**config.mk**
```make
export PLATFORM = sky130hd
export DESIGN_NAME = ssd_mux
export DESIGN_NICKNAME = d
export VERILOG_FILES = /design/src/rtl/ssd_pkg.sv /design/src/rtl/ssd_glyph.sv /design/src/rtl/ssd_mux.sv
export SDC_FILE = /design/constraint.sdc
export NUM_CORES = 1
export LEC_CHECK = 0
export BUFFER_PORTS_ARGS = -buffer_cell sky130_fd_sc_hd__buf_2
export CORE_ASPECT_RATIO = 1.1
export CORE_MARGIN = 4
export CORE_UTILIZATION = 54
export DETAILED_ROUTE_END_ITERATION = 12
export PLACE_DENSITY = 0.74
export SLEW_MARGIN = 10
export SYNTH_ARGS = -nofsm -noshare
export SYNTH_HDL_FRONTEND = slang
export SYNTH_HIERARCHICAL = 1
export SYNTH_SLANG_ARGS = --single-unit
```
**constraint.sdc**
```tcl
create_clock -name clk -period 3.3 [get_ports clk]
set_input_delay 0.33 -clock clk [delete_from_list [all_inputs] [get_ports clk]]
set_output_delay 0.33 -clock clk [all_outputs]
set_load 0.01 [all_outputs]
```
**src/rtl/ssd_pkg.sv**
```systemverilog
`default_nettype none
// ============================================================================
// Module   : ssd_pkg
// Brief    : Shared seven-segment constants: hex glyph table and blank pattern
// Revision : 1.0
// ============================================================================
package ssd_pkg;

   // Active-high glyphs {g,f,e,d,c,b,a}; entry 15 is leftmost
   localparam logic [15:0][6:0] c_GLYPH = {
      7'h71, 7'h79, 7'h5E, 7'h39, 7'h7C, 7'h77, 7'h6F, 7'h7F,
      7'h07, 7'h7D, 7'h6D, 7'h66, 7'h4F, 7'h5B, 7'h06, 7'h3F
   };

   localparam logic [6:0] SEG_OFF = 7'h00;

   function automatic logic [6:0] glyph_of(input logic [3:0] nib);
      return c_GLYPH[nib];
   endfunction

endpackage
`default_nettype wire

```
**src/rtl/ssd_glyph.sv**
```systemverilog
`default_nettype none
// ============================================================================
// Module   : ssd_glyph
// Brief    : Hex nibble to active-high seven-segment glyph
// Revision : 1.0
// ============================================================================
module ssd_glyph
   import ssd_pkg::*;
(
   input  logic [3:0] i_nib,
   output logic [6:0] o_glyph
);

   assign o_glyph = glyph_of(i_nib);

endmodule
`default_nettype wire

```
**src/rtl/ssd_mux.sv**
```systemverilog
`default_nettype none
// ============================================================================
// Module   : ssd_mux
// Brief    : Round-robin multiplexed seven-segment driver with load-strobed
//            shadow register. Define SSD_MUX_LEADING_ZERO_BLANK_EN to blank
//            leading zero digits (digit 0 always shown).
// Revision : 1.0
// ============================================================================
module ssd_mux
   import ssd_pkg::*;
#(
   parameter int DIGITS      = 4,
   parameter int REFRESH_DIV = 50000,
   parameter bit ACTIVE_LOW  = 1'b1
)(
   input  logic                  clk,
   input  logic                  rst,
   input  logic [4*DIGITS-1:0]   in,
   input  logic                  load,
   input  logic [DIGITS-1:0]     blank,
   output logic [6:0]            seg,
   output logic [DIGITS-1:0]     an
);

   localparam int CNT_W = $clog2(REFRESH_DIV);
   localparam int IDX_W = (DIGITS > 1) ? $clog2(DIGITS) : 1;

   logic [CNT_W-1:0]    r_cnt;
   logic [IDX_W-1:0]    r_idx;
   logic [4*DIGITS-1:0] r_val;
   logic [DIGITS-1:0]   r_blank;

   logic                w_wrap;
   logic [DIGITS-1:0]   w_blank_eff;
   logic [3:0]          w_nib;
   logic                w_blank_sel;
   logic [DIGITS-1:0]   w_an_hi;
   logic [6:0]          w_glyph;
   logic [6:0]          w_seg_hi;

   assign w_wrap = (r_cnt == CNT_W'(REFRESH_DIV - 1));

   always_ff @(posedge clk) begin
      if (rst)         r_cnt <= '0;
      else if (w_wrap) r_cnt <= '0;
      else             r_cnt <= r_cnt + 1'b1;
   end

   always_ff @(posedge clk) begin
      if (rst) begin
         r_val   <= '0;
         r_blank <= '0;
      end else if (load) begin
         r_val   <= in;
         r_blank <= blank;
      end
   end

   generate
      if (DIGITS > 1) begin : g_idx_scan
         always_ff @(posedge clk) begin
            if (rst)
               r_idx <= '0;
            else if (w_wrap)
               r_idx <= (r_idx == IDX_W'(DIGITS - 1)) ? '0 : r_idx + 1'b1;
         end
      end else begin : g_idx_fixed
         assign r_idx = '0;
      end
   endgenerate

`ifdef SSD_MUX_LEADING_ZERO_BLANK_EN
   logic [DIGITS-1:0] w_lz;

   // Scan from the top digit down; a digit is a leading zero while every digit
   // at or above it is zero. Digit 0 is never considered.
   always_comb begin : p_lz
      logic l_zero;
      l_zero = 1'b1;
      w_lz   = '0;
      for (int k = DIGITS - 1; k >= 1; k--) begin
         l_zero  = l_zero & (r_val[4*k +: 4] == 4'h0);
         w_lz[k] = l_zero;
      end
   end

   assign w_blank_eff = r_blank | w_lz;
`else
   assign w_blank_eff = r_blank;
`endif

   always_comb begin
      w_nib       = 4'h0;
      w_blank_sel = 1'b0;
      w_an_hi     = '0;
      for (int k = 0; k < DIGITS; k++) begin
         if (r_idx == IDX_W'(k)) begin
            w_nib       = r_val[4*k +: 4];
            w_blank_sel = w_blank_eff[k];
            w_an_hi[k]  = 1'b1;
         end
      end
   end

   ssd_glyph u_glyph (
      .i_nib   (w_nib),
      .o_glyph (w_glyph)
   );

   assign w_seg_hi = w_blank_sel ? SEG_OFF : w_glyph;

   generate
      if (ACTIVE_LOW) begin : g_pol_low
         assign seg = ~w_seg_hi;
         assign an  = ~w_an_hi;
      end else begin : g_pol_high
         assign seg = w_seg_hi;
         assign an  = w_an_hi;
      end
   endgenerate

endmodule
`default_nettype wire

```
==> flow_summary.yaml <==
timing:
  relSlewSlack_pct: 55.7
  worst_slew_pin_slew_ns: 0.664
  fmax_ghz: 0.322
  fin_crit_ns: 3.11
  setup-violations-final: 0
  finalHoldViolations: 0
  finalSetupTns_ns: 0
  clock_skew_ns: 0.00349
  drv_slew: 0
  fin_crit_sh_pct: 94.2
  rsz0062_at_grt: "no"
power_and_ir_drop:
  ir_drop_v: 0.000248
  power.leakage_nw: 0.999
  totalPowerFinal_mw: 1.00
  power_density_nw_per_um2: 426
synthesis:
  syn_area_um2: 2060
  syn_inst: 236
  yosys_register_bits: 38
  post_synth_and_or_nand_nor_area_fraction_pct: 22.6
  synthArstFlopShare_pct: 0
  synth_xor_area_share_pct: 5.10
  synth-compound-area-share_pct: 7.34
  synthFlopType: "dfxtp_1"
  syn_area_per_cell_um2: 8.74
  synth_warnings: 6
  ys_types: 37
  syn-num-nets: 271
  synthAdderAreaFrac_pct: 7.28
  synthMuxAreaShare_pct: 14.7
  synth_top_family_by_area: "simple AND/OR/NAND/NOR gates"
  synth-seq-area-share_pct: 36.9
  netlist_top_cells_area: "dfxtp_1, mux2i_1, ha_1"
  synth_top_area_share_pct: 36.9
  synth_edf_count: 0
  yosys.area.top_type: "dfxtp_1"
worst_setup_path:
  cp_top_family: "adder cells"
  r2r-start: "r_cnt[0]$_SDFF_PP0_"
  start_kind: "flop"
  worstPathRequired_ns: 2.97
  endpoint_kind: "output pin"
  worstRegToRegCells: 5
  path_class: "reg2out"
  path_cells: "inv_1, ha_1, nand3b_1, a21oi_1, a21oi_1, o21ai_0, inv_1, ha_1, mux4_1, nand2_1, buf_2"
  rr_endpoint: "r_cnt[9]$_SDFF_PP0_"
  crit_fanout: 11
  path_buf_inv: 3
  cp_slowest_cell: "mux4_1"
  cp.arrival_ns: 2.78
  cpPeakStageDelay_ns: 0.49
  ff2ff_setup_slack_ns: 1.27
floorplan:
  die-area_um2: 4870
  die_w_um: 66.9
  dieHeight_um: 72.8
  io_pins: 34
  core_area_um2: 3650
  start_util_pct: 56.4
  fp-row-count: 23
routing:
  postRouteAntennaNets: 0
  wl_per_cell_um: 12.6
  drt_pass1_iterations: 4
  drt_first_iter_violations: 83
  drc: 0
  via_per_inst: 5.22
  vias: 1654
  finalWirelength_mm: 4.00
placed_design:
  place_congestion: 0.819
  place_area_um2: 2240
  hpwl_mm: 2.96
  port-buffer-count: 33
final_layout:
  antenna_cells: 0
  fin_nets: 302
  layout_common_cells: "nor2_1, dfxtp_1, buf_2"
  area_growth_pct: 14.3
  final_cell_area_um2: 2360
  drive_gt1_share_pct: 19.1
global_route:
  grt_pass1_wl_mm: 6.94
  grt_antenna_before_repair: 0
  track_usage_pct: 18.6
  grt_max_degree: 25
  grt.overflow.total: 0
  first_global_vias: 1611
clock_tree:
  clock_path_buffers: 2
  post_cts_buffers: 0
  cts_buffers: 5
  cts-root-buf: "clkbuf_8"
  cts.repair.resized: 0
  path_clk_slew_ns: 0.07
  numClockSinks: 38
  htreeDepth: 2
  clk_latency_ns: 0.28
  cts_hold_buf: 0
  cts_tree: "yes"
hold_path:
  hold_class: "in2reg"
  hold_start: "in[3]"
  holdPathStages: 3
  hold_path_end: "r_val[3]$_SDFFE_PP0P_"
flow_run:
  maxCapViolCount: 0
status:
  status: "finished, final reports clean"
==> final cells by class <==
type	instances	area (µm²)
clock buffer	6	82.6
clock inverter	1	30.0
fill	323	1300
inverter	13	48.8
multi-input combinational	172	1180
sequential	38	761
tap	50	62.6
timing repair buffer	37	195
==> worst max-delay path by stage <==
| stage | from | endpoint | slack (ns) | cells past startpoint |
|---|---|---|---|---|
| 2_1_floorplan | r_idx[1]$_SDFFE_PP0N_ | seg[3] | 0.47 | 11 |
| 3_3_place_gp | r_idx[1]$_SDFFE_PP0N_ | seg[3] | 0.56 | 11 |
| 3_5_place_dp | r_idx[1]$_SDFFE_PP0N_ | seg[3] | 0.45 | 11 |
| 4_1_cts | r_idx[1]$_SDFFE_PP0N_ | seg[3] | 0.14 | 11 |
| 5_1_grt | r_idx[1]$_SDFFE_PP0N_ | seg[3] | 0.008 | 12 |
| 6_report | r_idx[1]$_SDFFE_PP0N_ | seg[3] | 0.19 | 11 |
==> synth_stat cells (2+ instances only) <==
| cell | number |
|---|---|
| a21oi_1 | 14 |
| a31o_2 | 2 |
| and4_1 | 2 |
| buf_6 | 2 |
| clkbuf_1 | 9 |
| dfxtp_1 | 38 |
| ha_1 | 12 |
| inv_1 | 13 |
| mux2_2 | 2 |
| mux2i_1 | 24 |
| nand2_1 | 20 |
| nand3_1 | 7 |
| nand3b_1 | 5 |
| nand4_1 | 8 |
| nor2_1 | 38 |
| nor3_1 | 4 |
| o21ai_0 | 6 |
| xnor2_1 | 5 |
| xor2_1 | 7 |
==> cell families (layout without fill, tap and decap cells) <==
logic type,Yosys count,count (layout)
muxes,28,28
and+or+nand+nor,94,94
AOI/OAI and AO/OA,26,26
adders and majority gates,12,12
buffers and inverters,26,57
xor gates and xnor gates,12,12
DFF,38,38
==> state kept, by name (all words and copies together) (netlist names) <==
| name | flops |
|---|---|
| r_blank | 4 |
| r_cnt | 16 |
| r_idx | 2 |
| r_val | 16 |
==> power breakdown <==
group	internal [mW]	total, mW	switching [mW]
registers	0.476	0.489	0.0126
clock network	0.242	0.390	0.149
logic	0.0598	0.124	0.0640
==> worst min-delay path, delay by kind of cell <==
kind	cells	cell delay, ns
AND/OR/NAND/NOR	1	0.07
buffers and inverters	1	0.07
multiplexers	1	0.05
==> per-stage QoR <==
stage	std cells	hold WS (ns)	setup WS (ns)	utilization (%)
6_report	317	0.281	0.192	64.5
4_1_cts	317	0.273	0.139	64.5
5_1_grt	317	0.278	0.00834	64.5
3_5_place_dp	310	0.484	0.455	61.4
2_1_floorplan	236	0.402	0.465	-
3_3_place_gp	310	0.473	0.562	61.4
==> metal layers <==
layer | routed length (µm) | track usage (%) | up-vias | share of wire [%]
met2 | 2020 | 33.3 | 23 | 51
met3 | 174 | 5.08 | 7 | 4.3
met5 | 0 | 0 | - | 0
met4 | 65 | 7.43 | 0 | 1.6
li1 | - | - | 870 | -
met1 | 1740 | 20.4 | 754 | 43
Note: power is estimated with default switching activity, not from simulation.
